<file path="src/rtl/clock_divider_prog.sv">
// Programmable clock divider: square-wave or pulse output plus a period tick.
// Ratio and mode are shadowed and only reloaded at period boundaries, on restart or while idle.
module clock_divider_prog #(
   parameter int WIDTH = 16
) (
   input  logic             clk,
   input  logic             rst_n,
   input  logic             en,
   input  logic [WIDTH-1:0] div,
   input  logic             mode,
   input  logic             restart,
   output logic             clkout,
   output logic             tick
);

   logic [WIDTH-1:0] cnt_q,     cnt_d;
   logic [WIDTH-1:0] cur_div_q, cur_div_d;
   logic             cur_mode_q, cur_mode_d;
   logic             clkout_q,  clkout_d;
   logic             tick_q,    tick_d;

   logic [WIDTH-1:0] period;
   logic [WIDTH-1:0] half;
   logic             last_phase;

   // Ratios below 2 collapse to 2, so period-1 never underflows.
   assign period     = (cur_div_q < WIDTH'(2)) ? WIDTH'(2) : cur_div_q;
   assign half       = cur_mode_q ? WIDTH'(1) : (period >> 1);
   assign last_phase = (cnt_q == (period - WIDTH'(1)));

   always_comb begin
      cnt_d      = cnt_q;
      cur_div_d  = cur_div_q;
      cur_mode_d = cur_mode_q;
      clkout_d   = clkout_q;
      tick_d     = tick_q;

      if (!en) begin
         cnt_d      = '0;
         clkout_d   = 1'b0;
         tick_d     = 1'b0;
         cur_div_d  = div;
         cur_mode_d = mode;
      end else if (restart) begin
         // Phase 0 is emitted on this edge, so the counter resumes at 1.
         cnt_d      = WIDTH'(1);
         clkout_d   = 1'b1;
         tick_d     = 1'b1;
         cur_div_d  = div;
         cur_mode_d = mode;
      end else begin
         clkout_d = (cnt_q < half);
         tick_d   = (cnt_q == '0);
         if (last_phase) begin
            cnt_d      = '0;
            cur_div_d  = div;
            cur_mode_d = mode;
         end else begin
            cnt_d = cnt_q + WIDTH'(1);
         end
      end
   end

   always_ff @(posedge clk or negedge rst_n) begin
      if (!rst_n) begin
         cnt_q      <= '0;
         cur_div_q  <= '0;
         cur_mode_q <= 1'b0;
         clkout_q   <= 1'b0;
         tick_q     <= 1'b0;
      end else begin
         cnt_q      <= cnt_d;
         cur_div_q  <= cur_div_d;
         cur_mode_q <= cur_mode_d;
         clkout_q   <= clkout_d;
         tick_q     <= tick_d;
      end
   end

   assign clkout = clkout_q;
   assign tick   = tick_q;

endmodule

</file>
<file path="config.mk">
export PLATFORM = sky130hd
export DESIGN_NAME = clock_divider_prog
export DESIGN_NICKNAME = d
export VERILOG_FILES = /design/src/rtl/clock_divider_prog.sv
export SDC_FILE = /design/constraint.sdc
export NUM_CORES = 1
export LEC_CHECK = 0
export CAP_MARGIN = 10
export CORE_ASPECT_RATIO = 0.8
export CORE_MARGIN = 4
export CORE_UTILIZATION = 55
export CTS_CLUSTER_SIZE = 40
export DETAILED_ROUTE_END_ITERATION = 16
export PLACE_DENSITY = 0.74
export SYNTH_ARGS = -nofsm -noshare
export SYNTH_HDL_FRONTEND = slang
export SYNTH_SLANG_ARGS = --single-unit
</file>
<file path="constraint.sdc">
create_clock -name clk -period 5.1 [get_ports clk]
set_input_delay 1.02 -clock clk [delete_from_list [all_inputs] [get_ports clk]]
set_output_delay 1.02 -clock clk [all_outputs]
set_load 0.01 [all_outputs]
</file>
==> results.py <==
metrics = {
    "clock_network": {
        "postCtsSetupBuffers": 0,
        "htreeDepth": 2,
        "insertion_delay_ps": 290,
        "cts_buffer_depth": 2,
        "cts.clk_slew.worst_paths_ps": 70,
        "root_buffer": "clkbuf_8",
        "ctsResizeCount": 0,
        "cts_buffers": 5,
        "ctsHoldBuffers": 0,
        "clock_sinks": 35,
        "cts_tree": "yes",
    },
    "yosys": {
        "muxShareOfSynthArea_pct": 9.41,
        "synth_area_leaders": "dfrtp_1 (33%), mux2_4 (8.6%), ha_1 (8.1%), xnor2_1 (6.0%), nand2b_1 (4.3%)",
        "synth-edff-count": 0,
        "synth-seq-cells": 35,
        "yosys.cell_types.count": 52,
        "synthesis.nets": 302,
        "synth_compound_area_share_pct": 9.69,
        "synth_fa_ha_area_share_pct": 8.08,
        "netlist_area_sq_um": 2630,
        "synth-xor-area-share_pct": 9.98,
        "synth_top_family_by_area": "simple AND/OR/NAND/NOR gates",
        "ys.warnings.count": 0,
        "synth_top_area_share_pct": 33.3,
        "async_flop_share_pct": 100,
        "syn_area_per_cell_sq_um": 9.98,
        "synth_flop_cell": "dfrtp_1",
        "synth-simple-area-share_pct": 26.5,
        "synth_area_leader_cell": "dfrtp_1",
        "yosysSeqAreaShare_pct": 33.3,
        "synthCells": 264,
    },
    "grt": {
        "track_usage_pct": 19.8,
        "grt_pass1_vias": 1851,
        "grt_pass1_wl_microns": 9380,
        "antenna_found_initial": 0,
        "grt_max_degree": 36,
        "overflow": 0,
    },
    "die": {
        "die_x_microns": 85.4,
        "chipHeight_microns": 69.9,
        "start_util_pct": 57.3,
        "ios": 23,
        "die_area_sq_um": 5970,
        "rows": 22,
        "core_sq_um": 4600,
    },
    "worst_setup_path": {
        "slowest_delay_ps": 520,
        "crit_path_cell_trace": "nor4_2 > nand4_1 > nand2_1 > ha_1 > or4b_4 > o221a_1 > a311oi_1 > a32o_1 > a2111oi_4 > nor3b_4 > buf_4 > mux2_1",
        "critPathArrivalTime_ps": 4170,
        "critPathTopFamily": "simple AND/OR/NAND/NOR gates",
        "cp_num_buf_inv": 1,
        "startpoint_type": "flip-flop",
        "crit_type": "reg2reg",
        "end_kind": "flip-flop",
        "worst-path-max-fanout": 32,
        "cp_slowest_cell": "or4b_4",
        "required_ps": 5270,
    },
    "power_and_ir_drop": {
        "p_per_area_nw_per_um2": 223,
        "net-switching-power_mw": 0.184,
        "p_leak_nw": 1.27,
        "p_sw_share_pct": 27.6,
        "pwr-share-comb_pct": 17.9,
        "ir_worst_vdd_mv": 0.149,
        "p_total_mw": 0.665,
        "p_int_mw": 0.481,
        "clockPowerShare_pct": 33.8,
        "power_frac_seq_pct": 48.2,
    },
    "final_layout": {
        "final_cell_mix": "dfrtp_1 (35), clkdlybuf4s50_1 (22), nand2b_1 (18), xnor2_1 (18), ha_1 (17)",
        "areaGrowthSynthToFinish_pct": 13.2,
        "regArea_sq_um": 876,
        "multi_input_area_sq_um": 1680,
        "fin_nets": 319,
        "fillCellCount": 382,
        "final_common_cell": "dfrtp_1",
        "diodes": 0,
        "drive_above_1_share_pct": 12.1,
    },
    "sta": {
        "finalCritPeriodShare_pct": 78.4,
        "drv_slew": 0,
        "fmax_ghz": 0.250,
        "tightest_slew_ps": 528,
        "fin_skew_ps": 4.53,
        "rsz0062_at_grt": "false",
        "timing.final.crit_period_ps": 4000,
        "setup_viol": 0,
        "hold_violations": 0,
        "tns_ps": 0,
        "slew_headroom_pct": 64.5,
    },
    "outcome": {
        "status": "finished, final reports clean",
    },
    "place": {
        "dp.final_hpwl_microns": 4170,
        "place_congestion": 0.854,
        "port_buffers": 22,
    },
    "routing": {
        "post_drt_wl_per_cell_microns": 16.5,
        "wirelength_microns": 5650,
        "firstDrtPassIters": 4,
        "viasPerCell": 5.73,
        "drc": 0,
        "drt_iter0_markers": 156,
        "num_vias": 1960,
        "drt.antenna.violating_nets": 0,
    },
    "flow_run": {
        "maxCapViolations": 0,
    },
    "hold_path": {
        "min_path_type": "reg2reg",
    },
}
## power by group through the flow
| stage | sequential [mW] | clock [mW] | combinational [mW] |
|---|---|---|---|
| detailed placement | 0.325 | 0 | 0.120 |
| global placement | 0.325 | 0 | 0.117 |
| finish | 0.321 | 0.225 | 0.119 |
| CTS | 0.320 | 0.232 | 0.121 |
| global route | 0.324 | 0.242 | 0.132 |
| floorplan | 0.309 | 0 | 0.0915 |
## final timing paths
path	from	depth (start not counted)	to	slack [ps]
max	cur_div_q[6]$_DFFE_PN0P_	12	cur_div_q[15]$_DFFE_PN0P_	1100
min reg2reg	cur_div_q[15]$_DFFE_PN0P_	1	cur_div_q[15]$_DFFE_PN0P_	630
max reg2reg	cur_div_q[6]$_DFFE_PN0P_	12	cur_div_q[15]$_DFFE_PN0P_	1100
max in group asynchronous	rst_n	2	cnt_q[1]$_DFF_PN0_	3640
min in group asynchronous	rst_n	2	cnt_q[12]$_DFF_PN0_	1120
min	cur_div_q[15]$_DFFE_PN0P_	1	cur_div_q[15]$_DFFE_PN0P_	630
## per-stage QoR
step	cell area, sq um	utilization, %	setup WS (ps)	instances	hold WS [ps]
floorplan	2630	-	1570	264	530
global placement	2880	62.7	1230	334	587
detailed placement	2880	62.7	1120	334	595
CTS	2980	64.8	1110	342	612
global route	2980	64.8	792	342	641
finish	2980	64.8	1100	342	632
## flip-flops by register name, summed over array words and instances, names as in the netlist
signal,cells
cur_mode_q,1
tick,1
clkout,1
cur_div_q,16
cnt_q,16
## layer usage
metal / GRT usage [%] / vias up / share of wire [%]
li1: - / 992 / -
met1: 29.4 / 927 / 50
met2: 28.2 / 33 / 44
met3: 4.25 / 8 / 4.0
met4: 7.03 / 0 / 1.5
met5: 0 / - / 0
## cell families after synthesis
| kind of cell | count (synthesis) |
|---|---|
| AO/OA/AOI/OAI | 31 |
| XOR/XNOR | 30 |
| AND/OR/NAND/NOR | 117 |
| multiplexers | 17 |
| adder cells (fa/ha/maj) | 17 |
| flip-flops | 35 |
| buffers and inverters | 17 |
## cell usage after synthesis (2+ instances only)
cell / instances
mux2_4: 15
nor2_1: 12
o21ai_1: 2
and3_1: 2
o31ai_1: 2
and2_1: 15
nor3_1: 7
a21oi_1: 6
clkbuf_1: 10
nor2b_1: 4
ha_1: 17
mux2_1: 2
nand3_1: 12
nor4_1: 5
xnor2_1: 18
nor4_2: 2
or2_2: 2
xor2_1: 12
dfrtp_1: 35
inv_1: 3
nand4_1: 13
a21o_1: 6
nand2b_1: 18
nand2_1: 11
buf_6: 2
or4_1: 4
buf_2: 2
## cell type report
| type | count | area share [%] |
|---|---|---|
| clock buffers | 8 | 3.36 |
| well taps | 60 | 2.52 |
| repair buffers | 24 | 7.89 |
| multi-input cells | 212 | 56.5 |
| flip-flops and latches | 35 | 29.4 |
| inverters | 3 | 0.378 |
## worst reg2reg max path: cells and delay by family, from the launching register on
family | cells | cell delay [ps]
fa+ha+maj | 1 | 200
flops | 1 | 490
compound gates | 4 | 850
simple gates | 5 | 1540
mux | 1 | 380
buf+inv | 1 | 400
Note: power is estimated with default switching activity, not from simulation.
